$ cat src/rtl/cpu_mem_pkg.sv
// Shared definitions for the data-memory access path: size encodings,
// access-unit FSM states and the alignment rule.
package cpu_mem_pkg;

    localparam logic [1:0] SZ_BYTE = 2'b00;
    localparam logic [1:0] SZ_HALF = 2'b01;
    localparam logic [1:0] SZ_WORD = 2'b10;

    typedef enum logic [1:0] {
        ST_IDLE  = 2'd0,
        ST_ISSUE = 2'd1,
        ST_WAIT  = 2'd2,
        ST_RESP  = 2'd3
    } state_t;

    // Size 2'b11 falls through to the word rule.
    function automatic logic is_misaligned(input logic [1:0] size, input logic [1:0] off);
        case (size)
            SZ_BYTE: return 1'b0;
            SZ_HALF: return off[0];
            SZ_WORD: return off != 2'b00;
            default: return off != 2'b00;
        endcase
    endfunction

endpackage

$ cat src/rtl/store_align.sv
// Store lane steering: byte enables from size/offset and the store data
// replicated across every lane the access could land in.
module store_align
    import cpu_mem_pkg::*;
(
    input  logic [1:0]  i_size,
    input  logic [1:0]  i_off,
    input  logic [31:0] i_wdata,
    output logic [3:0]  o_be,
    output logic [31:0] o_wdata
);

    always_comb begin
        o_be    = 4'b1111;
        o_wdata = i_wdata;
        case (i_size)
            SZ_BYTE: begin
                o_be    = 4'b0001 << i_off;
                o_wdata = {4{i_wdata[7:0]}};
            end
            SZ_HALF: begin
                o_be    = 4'b0011 << i_off;
                o_wdata = {2{i_wdata[15:0]}};
            end
            default: ;
        endcase
    end

endmodule

$ cat src/rtl/dmem_access_unit.sv
// Single-outstanding load/store stage in front of a fixed-latency synchronous
// data memory; traps misaligned accesses and right-aligns load data.
//
// state    | meaning
// ST_IDLE  | ready for a request
// ST_ISSUE | memory strobe cycle (mem_en high)
// ST_WAIT  | load latency countdown, sample read data at zero
// ST_RESP  | one-cycle response pulse
module dmem_access_unit
    import cpu_mem_pkg::*;
#(
    parameter int MEM_LATENCY = 1
) (
    input  logic        clk,
    input  logic        rst,
    input  logic        req_valid,
    output logic        req_ready,
    input  logic        req_we,
    input  logic [31:0] req_addr,
    input  logic [31:0] req_wdata,
    input  logic [1:0]  req_size,
    output logic        resp_valid,
    output logic [31:0] resp_rdata,
    output logic        resp_err,
    output logic        mem_en,
    output logic [3:0]  mem_we,
    output logic [31:0] mem_addr,
    output logic [31:0] mem_wdata,
    input  logic [31:0] mem_rdata
);

    localparam logic [2:0] LOAD_CNT = 3'(MEM_LATENCY - 1);

    state_t      r_state;
    logic [2:0]  r_cnt;
    logic        r_we;
    logic [1:0]  r_off;

    logic        w_misaligned;
    logic [3:0]  w_be;
    logic [31:0] w_wdata;

    assign w_misaligned = is_misaligned(req_size, req_addr[1:0]);
    assign req_ready    = (r_state == ST_IDLE);

    store_align u_store_align (
        .i_size  (req_size),
        .i_off   (req_addr[1:0]),
        .i_wdata (req_wdata),
        .o_be    (w_be),
        .o_wdata (w_wdata)
    );

    // Memory-side outputs are loaded on acceptance so they are registered
    // and valid for exactly the ISSUE cycle.
    always_ff @(posedge clk or posedge rst) begin
        if (rst) begin
            r_state    <= ST_IDLE;
            r_cnt      <= '0;
            r_we       <= 1'b0;
            r_off      <= '0;
            resp_valid <= 1'b0;
            resp_rdata <= '0;
            resp_err   <= 1'b0;
            mem_en     <= 1'b0;
            mem_we     <= '0;
            mem_addr   <= '0;
            mem_wdata  <= '0;
        end else begin
            resp_valid <= 1'b0;
            mem_en     <= 1'b0;
            mem_we     <= '0;
            case (r_state)
                ST_IDLE: begin
                    if (req_valid) begin
                        r_we  <= req_we;
                        r_off <= req_addr[1:0];
                        if (w_misaligned) begin
                            r_state    <= ST_RESP;
                            resp_valid <= 1'b1;
                            resp_err   <= 1'b1;
                            resp_rdata <= '0;
                        end else begin
                            r_state   <= ST_ISSUE;
                            mem_en    <= 1'b1;
                            mem_we    <= req_we ? w_be : 4'b0000;
                            mem_addr  <= {req_addr[31:2], 2'b00};
                            mem_wdata <= w_wdata;
                        end
                    end
                end
                ST_ISSUE: begin
                    if (r_we) begin
                        r_state    <= ST_RESP;
                        resp_valid <= 1'b1;
                        resp_err   <= 1'b0;
                        resp_rdata <= '0;
                    end else begin
                        r_state <= ST_WAIT;
                        r_cnt   <= LOAD_CNT;
                    end
                end
                ST_WAIT: begin
                    if (r_cnt == 3'd0) begin
                        r_state    <= ST_RESP;
                        resp_valid <= 1'b1;
                        resp_err   <= 1'b0;
                        resp_rdata <= mem_rdata >> {r_off, 3'b000};
                    end else begin
                        r_cnt <= r_cnt - 3'd1;
                    end
                end
                ST_RESP: r_state <= ST_IDLE;
                default: r_state <= ST_IDLE;
            endcase
        end
    end

endmodule

$ cat config.mk
export PLATFORM = sky130hd
export DESIGN_NAME = dmem_access_unit
export DESIGN_NICKNAME = d
export VERILOG_FILES = /design/src/rtl/cpu_mem_pkg.sv /design/src/rtl/store_align.sv /design/src/rtl/dmem_access_unit.sv
export SDC_FILE = /design/constraint.sdc
export NUM_CORES = 1
export LEC_CHECK = 0
export CAP_MARGIN = 20
export CORE_MARGIN = 3
export CORE_UTILIZATION = 35
export CTS_CLUSTER_DIAMETER = 30
export CTS_CLUSTER_SIZE = 16
export DETAILED_ROUTE_END_ITERATION = 12
export PLACE_DENSITY = 0.64
export SLEW_MARGIN = 20
export SYNTH_ARGS = -nofsm -noshare
export SYNTH_HDL_FRONTEND = slang
export SYNTH_HIERARCHICAL = 1
export SYNTH_SLANG_ARGS = --single-unit
$ cat constraint.sdc
create_clock -name clk -period 4.6 [get_ports clk]
set_input_delay 0.46 -clock clk [delete_from_list [all_inputs] [get_ports clk]]
set_output_delay 0.46 -clock clk [all_outputs]
set_load 0.02 [all_outputs]
# ---- After elaboration in Yosys (flattened, before gate mapping)
# Index checks and enable logic that the tools add are counted.
dict set report word_totals {
  reg_bits 109
  out_inout_bits 104
}
dict set report classes {
  n_addsub 1
  n_eq_ne 10
  shift 3
  muxes 33
  n_bitwise 1
  reduce_logical 11
}
# operator n
set ops {}
lappend ops {{$mux 32} 4}
lappend ops {{$pmux 32 s3} 1}
lappend ops {{$pmux 32 s2} 1}
lappend ops {{$shr 32x5->32} 1}
lappend ops {{$mux 4} 4}
lappend ops {{$mux 1} 12}
lappend ops {{$ne 2x2->1 const B} 5}
lappend ops {{$pmux 2 s4} 1}
lappend ops {{$pmux 4 s2} 1}
lappend ops {{$mux 2} 3}
lappend ops {{$mux 3} 2}
lappend ops {{$pmux 1 s3} 2}
lappend ops {{$pmux 3 s2} 1}
lappend ops {{$reduce_and 3->1} 2}
lappend ops {{$reduce_and 5->1} 1}
lappend ops {{$eq 2x1->1 const B} 2}
lappend ops {{$eq 2x2->1 const B} 2}
lappend ops {{$logic_not 2->1} 2}
lappend ops {{$reduce_and 2->1} 2}
lappend ops {{$reduce_bool 2->1} 2}
lappend ops {{$shl 1x2->4 const A} 1}
lappend ops {{$shl 2x2->4 const A} 1}
lappend ops {{$logic_not 3->1} 1}
lappend ops {{$reduce_bool 3->1} 1}
lappend ops {{4 further kinds} 4}

# ---- Longest topological paths before layout
# Gate-level depths: netlist (run 1).
dict set report depth {
  ltp_word 6
  depth_mapped 7
  mapped_depth_nobuf 6
}

# ---- Hierarchy
# Netlist (run 1), hierarchy kept.
# mod n_inst cells_each area_each_um2 seq_area_each_um2
set modules_own_cells {}
lappend modules_own_cells {dmem_access_unit 1 369 4907.2 2727.6}
lappend modules_own_cells {store_align 1 61 494.2 0.0}

# ---- Worst setup path before layout (run 1)
# No wires, ideal clock.
dict set report synth_path {
  kind {register to register}
  from {register r_state[0]}
  to {register mem_addr[10]}
  arrival_ps 1826
  slack_ps 2646
  path_stages_with_launch 8
  n_path_buf 2
  period_less_slack_ps 1954
  path_cell_list {dfrtp_1 inv_1 ha_1 nand2_1 nor2_2 buf_6 buf_6 mux2_1}
}
dict set report synth_via {
  elab_chain_cells 2
}
# item line_no
set synth_lines {}
lappend synth_lines {{from (decl)} dmem_access_unit.sv:34} ;# state_t r_state;
lappend synth_lines {{from (signal assigned)} dmem_access_unit.sv:58} ;# r_state <= ST_IDLE;
lappend synth_lines {{from (signal assigned)} dmem_access_unit.sv:79} ;# r_state <= ST_RESP;
lappend synth_lines {{from (signal assigned)} dmem_access_unit.sv:84} ;# r_state <= ST_ISSUE;
lappend synth_lines {{$logic_not 2->1} --}
lappend synth_lines {{net req_ready} dmem_access_unit.sv:17} ;# output logic req_ready,
lappend synth_lines {{$reduce_and 3->1 (no line)} --}
lappend synth_lines {{to (signal assigned)} dmem_access_unit.sv:87} ;# mem_addr <= {req_addr[31:2], 2'b00};
lappend synth_lines {{to (decl)} dmem_access_unit.sv:27} ;# output logic [31:0] mem_addr,
# The timed path passes the listed nets, and every way through them passes these cells.
# A chain may end at the register's enable or synchronous reset.

# ---- Worst setup path after layout (run 1)
dict set report layout_path {
  from {input port req_size[1]}
  to {register mem_addr[15]}
}
dict set report layout_via {
  elab_chain_cells 4
  word_cells_on_any_way 5
}
# item line_no
set layout_lines {}
lappend layout_lines {{from (decl)} dmem_access_unit.sv:21} ;# input logic [1:0] req_size,
lappend layout_lines {{$eq 2x1->1 or $logic_not 2->1 (tied branches)} cpu_mem_pkg.sv:18} ;# case (size)
lappend layout_lines {{$pmux 1 s2 *} cpu_mem_pkg.sv:18}
lappend layout_lines {{$not 1->1 (no line) *} --}
lappend layout_lines {{$reduce_and 3->1 (no line) *} --}
# Mark *: on every way between the ends. The rest lies on a longest branch, timed or not.

==> impl_metrics.ini, run 1 <==
[status]
status = finished, final reports clean

[clocking]
clk_pin_slew_ns = 0.07
cts-resized-gates = 0
cts_buffer_depth = 2
cts.sinks = 109
numCtsBuffers = 9
cts_tree = yes
clockRootBuffer = clkbuf_16
hold_buffers = 0
post_cts_buffers = 0
clk_latency_ns = 0.35
cts.htree.levels = 3

[sta]
final-setup-viol-count = 0
hold_viol_final = 0
hold_slack_ns = 0.485
setup_tns_ns = 0
finClkSkew_ns = 0.00853
grt_setup_unrepaired = false
tightest_slew_ns = 1.06
clock.fmax_mhz = 366
post-route-min-period_ns = 2.74
slew_headroom = 0.293
slew_viol_final = 0
finalCritPeriodShare = 0.595

[synth]
yosys_warnings = 6
synth_commonest_cells = 109 x dfrtp_1, 59 x mux2_2, 50 x mux2i_1, 25 x inv_1, 25 x mux2_1
syn_area_mm2 = 0.00540
postSynthCellCount = 430
synth_edf_count = 0
yosysTopAreaCell = dfrtp_1
ys_seq_elements = 109
synth-seq-area-share = 0.505
synth_async_sr_flop_share = 1.00
ys.flop_type = dfrtp_1
yosysTopAreaCellShare = 0.505
yosysUniqueCellTypes = 37
synth_area_leaders = dfrtp_1 50%, mux2_2 12%, mux2i_1 9.3%
yosysMostFrequentCell = dfrtp_1
syn_area_per_cell_um2 = 12.6

[floorplan]
ioPinCount = 206
start_util = 0.365
core_area_mm2 = 0.0148
die_area_mm2 = 0.0170
chipWidth_um = 130
rows = 44
die_y_um = 130

[critical_path]
worst-setup-path-type = input pin to flop
worst-path-stages = 7
cp_max_fo = 31
timing.rr.end = mem_addr[15]
worstPathRequired_ns = 4.83
timing.rr.start = r_state[0]
critical_path.top_delay_family = buffers and inverters
slowest_stage = nor2_4
cp.arrival_ns = 2.96
rrSetupSlack_ns = 1.89
endpoint_kind = flop
max_stage_delay_ns = 0.68
reg2reg_depth = 6
path_cells = clkdlybuf4s50_1 -> buf_4 -> a21oi_1 -> nor2_4 -> nor2_4 -> buf_4 -> mux2_1
start_kind = input pin
critPathBufInv = 3

[global_routing]
grtUsageTotal = 0.166
antenna_found_initial = 0
grt_pass1_vias = 4204
grt_max_degree = 88
overflow = 0
grt_first_pass_wirelength_um = 22000

[drt]
drc = 0
routedWlPerCell_um = 17.5
ant_nets = 0
firstDrtPassIters = 4
vias = 3847
drtIter0Drc = 123
drt-vias-per-instance = 4.76
routed_wl_um = 14200

[worst_hold_path]
hold_path_class = flop to flop
min_path_cells = 1
hold_end = mem_addr[23]
worstHoldStart = mem_addr[23]

[placed_design]
io_buffers = 203
dp_hpwl_um = 10700
gp_congestion = 0.751

[pwr]
p_per_area_mw_per_mm2 = 660
swShare = 0.372
ir_worst_vdd_mv = 0.440
pwr-share-comb = 0.516
p_leak_nw = 3.40
p_int_mw = 3.23
switchingPower_mw = 1.92
pwr-share-seq = 0.328
pwr-share-clk = 0.155

[finish]
area_growth_syn_to_layout_pct = 44.5
final_nets = 728
insertedDiodeCount = 0
drive_above_1_share = 0.166

[flow_run]
maxCapViolCount = 0
-- state kept, by name (all words and copies together), names as in the netlist --
signal,count
mem_addr,30
mem_en,1
mem_wdata,32
mem_we,4
r_cnt,3
r_off,2
r_state,2
r_we,1
resp_err,1
resp_rdata,32
resp_valid,1
-- worst reg2reg max path: cells and delay by family (launching register included) --
family	cells	cell delay, ns
fa+ha+maj	1	0.34
flops	1	0.40
buf+inv	2	0.56
mux	1	0.38
simple gates	2	0.92
-- cells in the final DEF (no fill, tap or decap), types with 6 or more instances in the layout --
cell	count
and2_1	8
buf_4	6
clkbuf_16	9
clkdlybuf4s50_1	203
dfrtp_1	108
ha_1	6
inv_1	24
mux2_1	25
mux2_2	59
mux2_4	13
mux2i_1	50
nand2_1	22
nor2_1	22
o21ai_0	13
o21ai_1	8
o22ai_1	9
-- power groups by stage --
stage,logic [mW],clock network (mW),registers (mW)
floorplan,1.12,0,2.12
global placement,2.64,0,1.70
detailed placement,2.69,0,1.71
CTS,2.70,0.827,1.70
global route,2.83,0.860,1.76
finish,2.66,0.800,1.69
-- per-stage QoR --
step | worst slack, ns | cell area [µm²] | utilization | cells | total power, mW
6_report | 1.86 | 7800 | 0.527 | 809 | 5.15
5_1_grt | 1.65 | 7800 | 0.527 | 809 | 5.45
4_1_cts | 1.84 | 7800 | 0.527 | 809 | 5.22
3_5_place_dp | 1.47 | 7490 | 0.506 | 793 | 4.40
3_3_place_gp | 1.50 | 7490 | 0.506 | 793 | 4.35
2_1_floorplan | 1.27 | 5410 | - | 431 | 3.23
-- cell type report --
cell class              count  area [µm²]
fillers                  1270        7000
flip-flops and latches    109        2730
multi-input cells         265        2350
repair buffers            209        2080
clock buffers              11         253
well taps                 184         230
inverters                  26         103
clock inverters             5        58.8
-- kinds of logic (layout without fill, tap and decap cells) --
kind of cell               count (synthesis)  in the layout  synth area share
muxes                                    147            147             0.304
DFF                                      109            109             0.505
and+or+nand+nor                           67             67            0.0623
buffers and inverters                     57            251            0.0607
AOI/OAI and AO/OA                         43             43            0.0535
adders and majority gates                  6              6            0.0139
other                                      1              2          0.000694
-- worst max path at each step --
stage,from,to,slack (ns)
finish,req_size[1],mem_addr[15],1.86
CTS,req_size[1],mem_addr[15],1.84
floorplan,rst,mem_addr[10],1.27
detailed placement,req_size[1],mem_addr[15],1.47
global route,req_size[1],mem_wdata[28],1.65
global placement,req_size[1],mem_addr[2],1.50
-- metal layers --
metal,wire (µm),track usage
met1,5910,0.202
met2,7060,0.285
met3,988,0.0491
met4,240,0.0501
met5,0,0
Note: power is estimated with default switching activity, not from simulation.
==> run 2, diff against run 1 <==
--- a/config.mk
+++ b/config.mk
@@ -11,7 +11,7 @@
 export CTS_CLUSTER_DIAMETER = 30
 export CTS_CLUSTER_SIZE = 16
 export DETAILED_ROUTE_END_ITERATION = 12
-export PLACE_DENSITY = 0.64
+export PLACE_DENSITY = 0.67
 export SLEW_MARGIN = 20
 export SYNTH_ARGS = -nofsm -noshare
 export SYNTH_HDL_FRONTEND = slang
==> constraint.sdc (replaced) <==
create_clock -name clk -period 2.5 [get_ports clk]
set_input_delay 0.25 -clock clk [delete_from_list [all_inputs] [get_ports clk]]
set_output_delay 0.25 -clock clk [all_outputs]
set_load 0.02 [all_outputs]
==> run 2 against run 1 <==
Compared with the run above:
- total power rose by 83%
- core utilization increased by 0.27 points
- clock skew is essentially flat
- cell count rose by 0.74%
- sequential share of layout area is 0.19 points lower
- via count up 2.1%
- global-route usage down 0.50 points
- critical path depth decreased by 4
- hold slack got worse by 0.059 ns
- die area unchanged
- register-to-register slack lost 1.4 ns
- sequential power increased by 79%
- highest routed layer unchanged
==> impl_metrics.ini, run 2 (synthesis gave the netlist of run 1 again) <==
[status]
status = finished, final reports clean

[sta]
finalCritPeriodShare = 0.855
hold_viol_final = 0
grt_setup_unrepaired = false
finClkSkew_ns = 0.00833
setup_tns_ns = 0
clock.fmax_mhz = 468
final-setup-viol-count = 0
post-route-min-period_ns = 2.14
slew_viol_final = 0
tightest_slew_ns = 0.603
slew_headroom = 0.598
setup_ws_ns = 0.363

[critical_path]
critPathBufInv = 2
reg2reg_depth = 6
timing.rr.start = r_state[0]
cp_max_fo = 7
cp-endpoint = req_ready
worst-setup-path-type = flop to primary output
endpoint_kind = primary output
critical_path.top_delay_family = buffers and inverters
critPathLaunch = r_state[0]
start_kind = flop
path_cells = inv_1 -> ha_1 -> clkdlybuf4s50_1
worst-path-stages = 3
slowest_stage = clkdlybuf4s50_1
rrSetupSlack_ns = 0.47
timing.rr.end = mem_wdata[12]
cp.arrival_ns = 1.89
max_stage_delay_ns = 0.69
worstPathRequired_ns = 2.25

[clocking]
cts-resized-gates = 0
hold_buffers = 0
clk_latency_ns = 0.35
post_cts_buffers = 0
cts.sinks = 109
cts_buffer_depth = 2
clockRootBuffer = clkbuf_16
clk_pin_slew_ns = 0.07
numCtsBuffers = 9
cts_tree = yes
cts.htree.levels = 3

[floorplan]
die_y_um = 130
start_util = 0.365
rows = 44
die_area_mm2 = 0.0170
core_area_mm2 = 0.0148
ioPinCount = 206
chipWidth_um = 130

[finish]
insertedDiodeCount = 0
reg.largest.list = mem_wdata x32, resp_rdata x32, mem_addr x30
area_growth_syn_to_layout_pct = 45.2
stdcell_count = 815
mostFrequentLayoutCell = clkdlybuf4s50_1
drive_above_1_share = 0.168
final_nets = 734
layout_common_cells = 203 x clkdlybuf4s50_1, 109 x dfrtp_1, 59 x mux2_2
design_area_mm2 = 0.00785
post-route-util = 0.530

[pwr]
p_per_area_mw_per_mm2 = 1200
p_leak_nw = 3.42
ir_worst_vdd_mv = 0.676

[placed_design]
dp_hpwl_um = 10500
placed_cells = 799
place_area_mm2 = 0.00757
dp_slack_ns = 0.437
gp_congestion = 0.833
io_buffers = 203

[global_routing]
antenna_found_initial = 0
overflow = 0
grt_max_degree = 110
grt_pass1_vias = 4179
grt_first_pass_wirelength_um = 21300
grtUsageTotal = 0.161

[drt]
drc = 0
drtIter0Drc = 117
drt-vias-per-instance = 4.82
ant_nets = 0
vias = 3928
routedWlPerCell_um = 16.9
firstDrtPassIters = 4
routed_wl_um = 13800

[flow_run]
maxCapViolCount = 0

[worst_hold_path]
hold_path_class = input pin to async pin
[run 2: metal layers]
| metal | global-route usage | wire length [µm] | vias up |
|---|---|---|---|
| met5 | 0 | 0 | - |
| li1 | - | - | 1862 |
| met3 | 0.0540 | 993 | 15 |
| met1 | 0.193 | 5700 | 1930 |
| met2 | 0.272 | 6880 | 121 |
| met4 | 0.0550 | 231 | 0 |
[run 2: layout make-up]
type	count	area [µm²]
multi-input cells	265	2350
fillers	1272	6960
inverters	26	101
flip-flops and latches	109	2730
well taps	184	230
repair buffers	215	2160
clock inverters	3	21.3
clock buffers	13	250
[run 2: worst min path at each step]
| stage | to | slack (ns) | cells after the start | startpoint |
|---|---|---|---|---|
| after global routing | resp_rdata[8] | 0.46 | 3 | rst |
| after global placement | mem_addr[18] | 0.47 | 1 | mem_addr[18] |
| after floorplan | resp_rdata[24] | 0.38 | 2 | mem_rdata[24] |
| after detailed placement | mem_addr[25] | 0.48 | 1 | mem_addr[25] |
| final | resp_rdata[8] | 0.43 | 3 | rst |
| after CTS | resp_rdata[25] | 0.46 | 3 | rst |
[run 2: metrics by stage]
step | hold slack [ns] | power [mW]
floorplan | 0.384 | 5.95
global placement | 0.466 | 8.07
detailed placement | 0.475 | 8.17
CTS | 0.458 | 9.55
global route | 0.463 | 10.0
finish | 0.426 | 9.42
[run 2: report_power, final]
part	switching (mW)	internal (mW)
Clock	0.621	0.705
Sequential	0.470	2.56
Combinational	2.43	2.63
[run 2: worst reg2reg max path: cells and delay by family, from the launching register on]
family | cells | cell delay, ns
AND/OR/NAND/NOR | 2 | 0.38
buffers and inverters | 2 | 0.39
flip-flops | 1 | 0.40
adder cells (fa/ha/maj) | 1 | 0.33
multiplexers | 1 | 0.41
